**config.mk**
```make
export PLATFORM = sky130hd
export DESIGN_NAME = pipeline_control
export DESIGN_NICKNAME = d
export VERILOG_FILES = /design/src/rtl/pipeline_control.sv
export SDC_FILE = /design/constraint.sdc
export NUM_CORES = 1
export LEC_CHECK = 0
export BUFFER_PORTS_ARGS = -buffer_cell sky130_fd_sc_hd__buf_2
export CAP_MARGIN = 20
export CORE_ASPECT_RATIO = 1.4
export CORE_MARGIN = 5
export CORE_UTILIZATION = 35
export DETAILED_ROUTE_END_ITERATION = 6
export PLACE_DENSITY = 0.57
export SLEW_MARGIN = 20
export SYNTH_ARGS = -nofsm -noshare
export SYNTH_HDL_FRONTEND = slang
export SYNTH_SLANG_ARGS = --single-unit
```
**constraint.sdc**
```tcl
create_clock -name clk -period 3.65 [get_ports clk]
set_input_delay 0.365 -clock clk [delete_from_list [all_inputs] [get_ports clk]]
set_output_delay 0.365 -clock clk [all_outputs]
set_load 0.02 [all_outputs]
```
**src/rtl/pipeline_control.sv**
```systemverilog
// Pipeline sequencer for the 3-stage RV32 core (fetch/decode -> execute -> writeback).
// Owns the fetch PC, stage enables/bubbles/holds, hazard resolution and the
// cycle/instret counters exported to the CSR file.
module pipeline_control #(
   parameter logic [31:0] RESET_PC = 32'h0000_2000,
   parameter int unsigned CNT_W    = 32
) (
   input  logic             clk,
   input  logic             rst,
   input  logic [4:0]       id_rs1,
   input  logic [4:0]       id_rs2,
   input  logic             id_uses_rs1,
   input  logic             id_uses_rs2,
   input  logic             ex_valid,
   input  logic             ex_is_load,
   input  logic [4:0]       ex_rd,
   input  logic             ex_reg_we,
   input  logic             ex_jump,
   input  logic [31:0]      ex_target,
   input  logic             mem_stall,
   input  logic             wb_valid,
   output logic [31:0]      pc,
   output logic             if_id_we,
   output logic             id_bubble,
   output logic             ex_hold,
   output logic [CNT_W-1:0] cycle_cnt,
   output logic [CNT_W-1:0] instret_cnt
);

   typedef enum logic [1:0] {BOOT, RUN, MEM_WAIT} state_t;

   state_t      state_q, state_d;
   logic [31:0] pc_d;
   logic        kill_q, kill_d;
   logic        load_use;

   // Load in execute whose result the decode instruction needs next cycle.
   always_comb begin
      load_use = ex_valid & ex_is_load & ex_reg_we & (ex_rd != 5'd0) &
                 ((id_uses_rs1 & (id_rs1 == ex_rd)) |
                  (id_uses_rs2 & (id_rs2 == ex_rd)));
   end

   // Next-state, next-PC and stage control outputs.
   always_comb begin
      state_d   = state_q;
      pc_d      = pc;
      kill_d    = kill_q;
      if_id_we  = 1'b0;
      id_bubble = 1'b0;
      ex_hold   = 1'b0;
      if (rst) begin
         id_bubble = 1'b1;
      end else begin
         unique case (state_q)
            BOOT: begin
               if_id_we  = 1'b1;
               id_bubble = 1'b1;
               state_d   = RUN;
            end
            // MEM_WAIT shares RUN's decision tree: once the stall drops the
            // RUN rules apply in the same cycle, so one path serves both.
            RUN, MEM_WAIT: begin
               if (mem_stall) begin
                  ex_hold = 1'b1;
                  state_d = MEM_WAIT;
               end else begin
                  state_d = RUN;
                  if (ex_valid && ex_jump) begin
                     pc_d      = ex_target & 32'hFFFF_FFFC;
                     kill_d    = 1'b1;
                     if_id_we  = 1'b1;
                     id_bubble = 1'b1;
                  end else if (load_use) begin
                     id_bubble = 1'b1;
                  end else begin
                     pc_d      = pc + 32'd4;
                     kill_d    = 1'b0;
                     if_id_we  = 1'b1;
                     id_bubble = kill_q;
                  end
               end
            end
            default: state_d = BOOT;
         endcase
      end
   end

   // State, PC and wrong-path flag registers.
   always_ff @(posedge clk or posedge rst) begin
      if (rst) begin
         state_q <= BOOT;
         pc      <= RESET_PC;
         kill_q  <= 1'b0;
      end else begin
         state_q <= state_d;
         pc      <= pc_d;
         kill_q  <= kill_d;
      end
   end

   // Cycle and retired-instruction counters, wrapping at 2^CNT_W.
   always_ff @(posedge clk or posedge rst) begin
      if (rst) begin
         cycle_cnt   <= '0;
         instret_cnt <= '0;
      end else begin
         cycle_cnt <= cycle_cnt + CNT_W'(1);
         if (wb_valid && !ex_hold) begin
            instret_cnt <= instret_cnt + CNT_W'(1);
         end
      end
   end

endmodule
```
== After elaboration in Yosys (flattened, before gate mapping) ==
Index checks and enable logic that the tools add are counted.
Storage, ports and cells
  register bits after elaboration: 99
Operators by class
  $add $sub $neg: 3
  equal/unequal tests: 5
  muxes and demuxes: 19
  bitwise logic cells: 9
  reduce and logical (&&, ||, !) cells: 7
Operator list (number)
  32-bit by 1-bit adder with 32-bit output, second input constant: 2
  32-bit two-way mux: 2
  32-bit by 3-bit adder with 32-bit output, second input constant: 1
  1-bit two-way mux: 13
  5-bit == test: 2
  1-bit AND: 6
  5-bit nonzero test: 1
  1-bit one-hot mux with 2 select lines: 2
  2-bit one-hot mux with 2 select lines: 1
  4-bit AND reduction: 1
  2-bit by 1-bit == test with 1-bit output, second input constant: 1
  2-bit == test, second input constant: 1
  1-bit logical AND: 2
  2-bit zero test: 1
  2-bit two-way mux: 1
  2-bit by 1-bit != test with 1-bit output, second input constant: 1
  1-bit inverter: 2
  2-bit OR reduction: 1
  1-bit zero test: 1
  1-bit OR: 1

== Longest topological paths before layout ==
Gate-level depths: netlist (run 1).
  depth in word-level cells: 9
  gate-level depth with buffers: 9
  gate-level depth less buffers: 8

== Worst setup path before layout (run 1) ==
No wires, ideal clock.
  path type: input-to-output
  from: input port rst
  to: output port id_bubble
  arrival time: 3.288 ns
  data required time: 3.285 ns
  setup slack: -0.003 ns
  cell stages on the path: 2
  cells stage by stage: inv_1 o21ai_0
Between the ends
  longest elaborated chain between the ends: 1
RTL lines
  start: declaration: RTL line 9  | input logic rst,
  1-bit two-way mux: RTL line 52  | if (rst) begin
  end: declaration: RTL line 24  | output logic id_bubble,
No other way between the ends.

== Worst setup path in the final report (run 1) ==
  from: register pc[2]
  to: register pc[18]
Between the ends
  longest elaborated chain between the ends: 3
RTL lines
  start: declaration: RTL line 22  | output logic [31:0] pc,
  start signal: assignment: RTL line 97  | pc <= pc_d;
  32-bit by 3-bit adder with 32-bit output: RTL line 77  | pc_d = pc + 32'd4;
  32-bit two-way mux: RTL line 74  | end else if (load_use) begin
  32-bit two-way mux: RTL line 69  | if (ex_valid && ex_jump) begin
No other way between the ends. The select of a mux whose other input is x is not followed.
A chain may end at the register's enable or synchronous reset.

==> flow_metrics.env, run 1 <==
export IMPL_ys_seq_area_share_pct=49.3
export IMPL_leakagePower_nw=2.98
export IMPL_path_cells="ha_1 -> nand3_1 -> nor3_1 -> nand3_1 -> nand2_1 -> a21oi_1 -> a21oi_1"
export IMPL_arrival_ns=2.65
export IMPL_synth_edff_count=0
export IMPL_setup_violations=0
export IMPL_die_h_um=150
export IMPL_grt_pass1_wl_mm=20.8
export IMPL_grt_remaining_overflow=0
export IMPL_cts_buffers=9
export IMPL_fin_crit_sh_pct=65.6
export IMPL_setup_tns_ns=0
export IMPL_hold_violations=0
export IMPL_grt_pass1_vias=4371
export IMPL_rsz0062_at_grt="no"
export IMPL_drtIter0Drc=181
export IMPL_finalNetCount=728
export IMPL_post_cts_resized=0
export IMPL_end_kind="register"
export IMPL_gr_usage_all_layers_pct=15.6
export IMPL_drv_slew=0
export IMPL_synth_distinct_cells=45
export IMPL_hold_buffers=0
export IMPL_cp_start_kind="register"
export IMPL_die_w_um=110
export IMPL_fillCellCount=1384
export IMPL_criticalPathCategory="register to register"
export IMPL_worst_slew_pin_slew_ns=0.975
export IMPL_cts_tree="built"
export IMPL_synthFlopType="dfrtp_1"
export IMPL_cp_startpoint="pc[2]$_DFFE_PP0P_"
export IMPL_final_core_util_pct=44.4
export IMPL_cts_sinks=97
export IMPL_clk_pin_slew_worst_paths_ns=0.07
export IMPL_crit_path_max_fanout=8
export IMPL_max_cap_viol_count=0
export IMPL_clkLatencyLatePin_ns=0.34
export IMPL_hold_class="input port to async pin"
export IMPL_ios=156
export IMPL_p_per_area_nw_per_um2=588
export IMPL_outcome="complete, no violations"
export IMPL_grt_max_degree=70
export IMPL_viasPerCell=5.13
export IMPL_async_reset_ff_share_pct=100
export IMPL_portBuffers=151
export IMPL_r2r_end="pc[18]$_DFFE_PP0P_"
export IMPL_clk_path_buf_depth=2
export IMPL_cp_num_buf_inv=0
export IMPL_synth_top_area_share_pct=48.7
export IMPL_setup_slack_ns=1.26
export IMPL_cts_root_buf="clkbuf_16"
export IMPL_slew_headroom_pct=34.5
export IMPL_first_pass_iters=4
export IMPL_crit_family="simple AND/OR/NAND/NOR gates"
export IMPL_wirelength_mm=13.2
export IMPL_min_period_ns=2.39
export IMPL_fmax_mhz=418
export IMPL_slowest_delay_ns=0.84
export IMPL_synthTopCellsByArea="dfrtp_1, xnor2_1, nand2_1"
export IMPL_row_count=51
export IMPL_syn_avg_cell_area_um2=9.44
export IMPL_num_vias=4388
export IMPL_whs_ns=0.268
export IMPL_place_gp_congestion=0.791
export IMPL_cts_htree_levels=3
export IMPL_antenna_found_initial=1
export IMPL_synth_area_um2=4930
export IMPL_yosys_warnings=0
export IMPL_rr_startpoint="pc[2]$_DFFE_PP0P_"
export IMPL_dp_hpwl_mm=9.79
export IMPL_worst_r2r_cell_count=7
export IMPL_wl_per_cell_um=15.4
export IMPL_worstPathRequired_ns=3.90
export IMPL_antenna_cells=0
export IMPL_skew_ns=0.0101
export IMPL_ys_seq_elements=97
export IMPL_ant_nets=0
export IMPL_yosys_area_top_type="dfrtp_1"
export IMPL_drc=0
export IMPL_cp_slowest_cell="nor3_1"
export IMPL_area_growth_pct=24.6
export IMPL_rrSetupSlack_ns=1.26
export IMPL_start_util_pct=35.6
export IMPL_synth_cells=522
export IMPL_drive_gt1_share_pct=26.8
export IMPL_dieArea_um2=16600
export IMPL_core_area_um2=13800
export IMPL_critical_path_depth=7
export IMPL_postCtsSetupBuffers=0
export IMPL_vdd_drop_max_v=0.000237
export IMPL_dpl_worst_slack_ns=1.01
export IMPL_critPathCapture="pc[18]$_DFFE_PP0P_"
export IMPL_placed_area_um2=5860
export IMPL_design_area_um2=6140
## registers in the layout (all words and copies together) (netlist names)
name and cells:
state_q 2, cycle_cnt 32, pc 30, kill_q 1, instret_cnt 32
## synth_stat cells (2+ instances only)
library cell  number
ha_1               5
o21ai_1            4
o32ai_1            2
nor3_1             5
and2_1             5
a21oi_1           49
dfrtp_1           96
nor2_1            24
a21o_1             2
nand2b_1           3
a32oi_1            4
a2bb2oi_1          3
xnor2_1           56
o21ai_0           29
buf_4              3
and4_1             8
o22ai_1           12
xor2_1            15
nand2_1           66
nand3_1           48
nand4_1           15
clkbuf_1          12
buf_2              9
and3_1            14
inv_1             13
## area by class of cell
type,instances,area [um^2],share of cell area [%]
flip-flops and latches,97,2430,39.5
multi-input cells,389,2360,38.4
repair buffers,156,793,12.9
well taps,185,231,3.77
clock buffers,9,225,3.67
clock inverters,7,53.8,0.876
inverters,13,52.6,0.856
## metrics by stage
| step | std cells | total power, mW |
|---|---|---|
| 2_1_floorplan | 523 | 2.30 |
| 3_3_place_gp | 840 | 2.71 |
| 3_5_place_dp | 840 | 2.74 |
| 4_1_cts | 856 | 3.65 |
| 5_1_grt | 856 | 3.83 |
| 6_report | 856 | 3.61 |
## per-layer routing
| metal | track usage (%) | part of all wire, % |
|---|---|---|
| met5 | 0 | 0.053 |
| met4 | 4.93 | 1.2 |
| met3 | 4.16 | 7.8 |
| met2 | 26.9 | 50 |
| met1 | 18.9 | 41 |
## report_power, final
group          leakage (nW)  switching (mW)  total [mW]  internal [mW]
logic                  1.61           0.741        1.16          0.417
clock network         0.134           0.427       0.895          0.468
registers              1.24           0.267        1.56           1.29
total                  2.98            1.43        3.61           2.18
## placed cells by master (no fill, tap or decap), types with 2 or more instances in the layout
cell and n:
a21oi_1 49, ha_1 5, nor3_1 5, xor2_1 15, nand2_1 65, a2bb2oi_1 3, o32ai_1 2, nor2_1 24
and3_1 14, and2_1 5, o21ai_1 4, and4_1 8, a32oi_1 4, conb_1 2, buf_4 5, nand2b_1 3
o21ai_0 29, o22ai_1 12, clkbuf_16 9, xnor2_1 56, a21o_1 2, buf_2 151, dfrtp_1 96, nand3_1 48
clkinvlp_4 3, inv_1 12, nand4_1 15, clkinv_2 2
## cell families (layout without fill, tap and decap cells)
family / count (synthesis) / count (layout) / synth area share, %
buf+inv: 37 / 185 / 3.27
flops: 97 / 97 / 49.3
mux: 2 / 2 / 0.432
simple gates: 198 / 198 / 20.2
xor+xnor: 71 / 71 / 12.6
fa+ha+maj: 5 / 5 / 1.27
compound gates: 111 / 111 / 12.9
other cells: 1 / 2 / 0.0761
## worst min-delay path by stage
stage,slack [ns],cells past startpoint,endpoint
2_1_floorplan,0.45,2,kill_q$_DFFE_PP0P_
3_3_place_gp,0.45,1,instret_cnt[31]$_DFFE_PP0P_
3_5_place_dp,0.45,1,instret_cnt[31]$_DFFE_PP0P_
4_1_cts,0.28,3,pc[24]$_DFFE_PP0P_
5_1_grt,0.29,3,pc[3]$_DFFE_PP0P_
6_report,0.27,3,kill_q$_DFFE_PP0P_
## worst reg2reg max path: cells and delay by family, from the launching register on
| family | cells | cell delay [ns] |
|---|---|---|
| fa+ha+maj | 1 | 0.22 |
| simple gates | 4 | 1.43 |
| flops | 1 | 0.43 |
| compound gates | 2 | 0.24 |
Note: power is estimated with default switching activity, not from simulation.
==> inputs of run 2 (changes only) <==
--- a/config.mk
+++ b/config.mk
@@ -11,7 +11,7 @@
 export CORE_MARGIN = 5
 export CORE_UTILIZATION = 35
 export DETAILED_ROUTE_END_ITERATION = 6
-export PLACE_DENSITY = 0.57
+export PLACE_DENSITY = 0.6
 export SLEW_MARGIN = 20
 export SYNTH_ARGS = -nofsm -noshare
 export SYNTH_HDL_FRONTEND = slang
==> constraint.sdc (replaced) <==
create_clock -name clk -period 2.1 [get_ports clk]
set_input_delay 0.21 -clock clk [delete_from_list [all_inputs] [get_ports clk]]
set_output_delay 0.21 -clock clk [all_outputs]
set_load 0.02 [all_outputs]
==> flow_metrics.env, run 2 (synthesized netlist as in run 1, its figures left out) <==
export IMPL_finalNetCount=750
export IMPL_arrival_ns=2.27
export IMPL_num_vias=4426
export IMPL_crit_top_cell="buf_4"
export IMPL_viasPerCell=5.04
export IMPL_gr_usage_all_layers_pct=16.5
export IMPL_drive_gt1_share_pct=29.7
export IMPL_cp_slowest_cell="dfstp_2"
export IMPL_slew_headroom_pct=47.2
export IMPL_clkLatencyLatePin_ns=0.34
export IMPL_seqPwrFrac_pct=41.2
export IMPL_cts_tree="built"
export IMPL_antenna_cells=0
export IMPL_layout_commonest_cell="buf_2"
export IMPL_clk_pin_slew_worst_paths_ns=0.07
export IMPL_antenna_found_initial=0
export IMPL_cp_start_kind="register"
export IMPL_slowest_delay_ns=0.54
export IMPL_die_w_um=110
export IMPL_grt_pass1_wl_mm=21.9
export IMPL_ios=156
export IMPL_grt_max_degree=65
export IMPL_cts_htree_levels=3
export IMPL_p_per_area_nw_per_um2=1020
export IMPL_end_kind="register"
export IMPL_crit_path_max_fanout=4
export IMPL_clk_path_buf_depth=2
export IMPL_start_util_pct=35.6
export IMPL_drc=0
export IMPL_power_internal_mw=3.91
export IMPL_row_count=51
export IMPL_hold_violations=0
export IMPL_final_core_util_pct=45.9
export IMPL_hold_class="input port to async pin"
export IMPL_dp_hpwl_mm=10.4
export IMPL_leakagePower_nw=3.11
export IMPL_portBuffers=151
export IMPL_grt_pass1_vias=4424
export IMPL_max_cap_viol_count=0
export IMPL_p_comb_share_pct=33.8
export IMPL_switching_share_pct=39.5
export IMPL_drv_slew=0
export IMPL_die_h_um=150
export IMPL_skew_ns=0.00612
export IMPL_power_switching_mw=2.55
export IMPL_drtIter0Drc=191
export IMPL_area_growth_pct=29.1
export IMPL_min_period_ns=2.01
export IMPL_cts_sinks=97
export IMPL_grt_remaining_overflow=0
export IMPL_first_pass_iters=4
export IMPL_dpl_worst_slack_ns=0.0159
export IMPL_setup_slack_ns=0.0853
export IMPL_vdd_drop_max_v=0.000428
export IMPL_setup_violations=0
export IMPL_wl_per_cell_um=15.3
export IMPL_worst_slew_pin_slew_ns=0.792
export IMPL_worstPathRequired_ns=2.35
export IMPL_place_gp_congestion=0.784
export IMPL_path_cells="nand4_1 -> buf_4 -> nor4_4 -> buf_4 -> and3_4 -> nand3_1 -> a21oi_1 -> a2bb2oi_1"
export IMPL_fin_crit_sh_pct=95.9
export IMPL_wirelength_mm=13.4
export IMPL_outcome="complete, no violations"
export IMPL_fmax_mhz=496
export IMPL_reg_top3="cycle_cnt x32, instret_cnt x32, pc x30"
export IMPL_clockPowerShare_pct=25.1
export IMPL_ant_nets=0
export IMPL_cts_buffers=9
export IMPL_core_area_um2=13800
export IMPL_cts_root_buf="clkbuf_16"
export IMPL_mostFrequentLayoutCells="buf_2, dfrtp_1, nand2_1"
export IMPL_criticalPathCategory="register to register"
export IMPL_dieArea_um2=16600
-- run 2: power groups by stage --
stage	Combinational, mW	Clock (mW)	Sequential [mW]
after global placement	2.13	0	2.67
final	2.18	1.62	2.66
after detailed placement	2.19	0	2.69
after CTS	2.20	1.69	2.65
after floorplan	0.928	0	3.07
after global routing	2.39	1.77	2.73
-- run 2: metal layers --
layer,track usage (%),wire (um),vias to the layer above
li1,-,-,2158
met1,19.2,5220,2124
met2,29.7,7090,138
met3,4.50,1050,6
met4,3.82,89,0
met5,0,0,-
-- run 2: layout make-up --
type / count / area, um^2
clock inverters: 7 / 73.8
clock buffers: 9 / 225
multi-input cells: 389 / 2360
flip-flops and latches: 97 / 2430
inverters: 13 / 52.6
repair buffers: 178 / 986
well taps: 185 / 231
fillers: 1377 / 7480
-- run 2: worst paths after layout --
check,start,end,slack [ns],depth (start not counted)
worst min-delay path,rst,state_q[0]$_DFFE_PP0N_,0.09,3
min in group clk,ex_target[3],pc[3]$_DFFE_PP0P_,0.13,3
worst min register to register,cycle_cnt[31]$_DFF_PP0_,cycle_cnt[31]$_DFF_PP0_,0.47,1
max in group asynchronous,rst,cycle_cnt[31]$_DFF_PP0_,1.34,3
worst max-delay path,pc[13]$_DFFE_PP1P_,pc[31]$_DFFE_PP0P_,0.09,8
worst max register to register,pc[13]$_DFFE_PP1P_,pc[31]$_DFFE_PP0P_,0.09,8
-- run 2: critical path: cells and delay by family, from the launching register on --
family	cells	cell delay [ns]
AO/OA/AOI/OAI	2	0.34
buffers and inverters	2	0.36
flip-flops	1	0.54
AND/OR/NAND/NOR	4	0.70
-- run 2: repair_timing --
item,in CTS,in global routing
hold buffers,0,0
buffers inserted,0,1
gates resized for setup,0,5
setup endpoints to repair,0,6
-- run 2: through the flow --
| step | instance area [um^2] | hold slack, ns | cells | power (mW) | setup TNS [ns] |
|---|---|---|---|---|---|
| finish | 6360 | 0.0935 | 878 | 6.46 | 0 |
| global route | 6360 | 0.128 | 878 | 6.89 | -0.000103 |
| CTS | 6340 | 0.0971 | 877 | 6.54 | 0 |
| detailed placement | 6040 | 0.457 | 861 | 4.88 | 0 |
| global placement | 6040 | 0.452 | 861 | 4.80 | 0 |
| floorplan | 4940 | 0.317 | 523 | 4.00 | -0.370 |
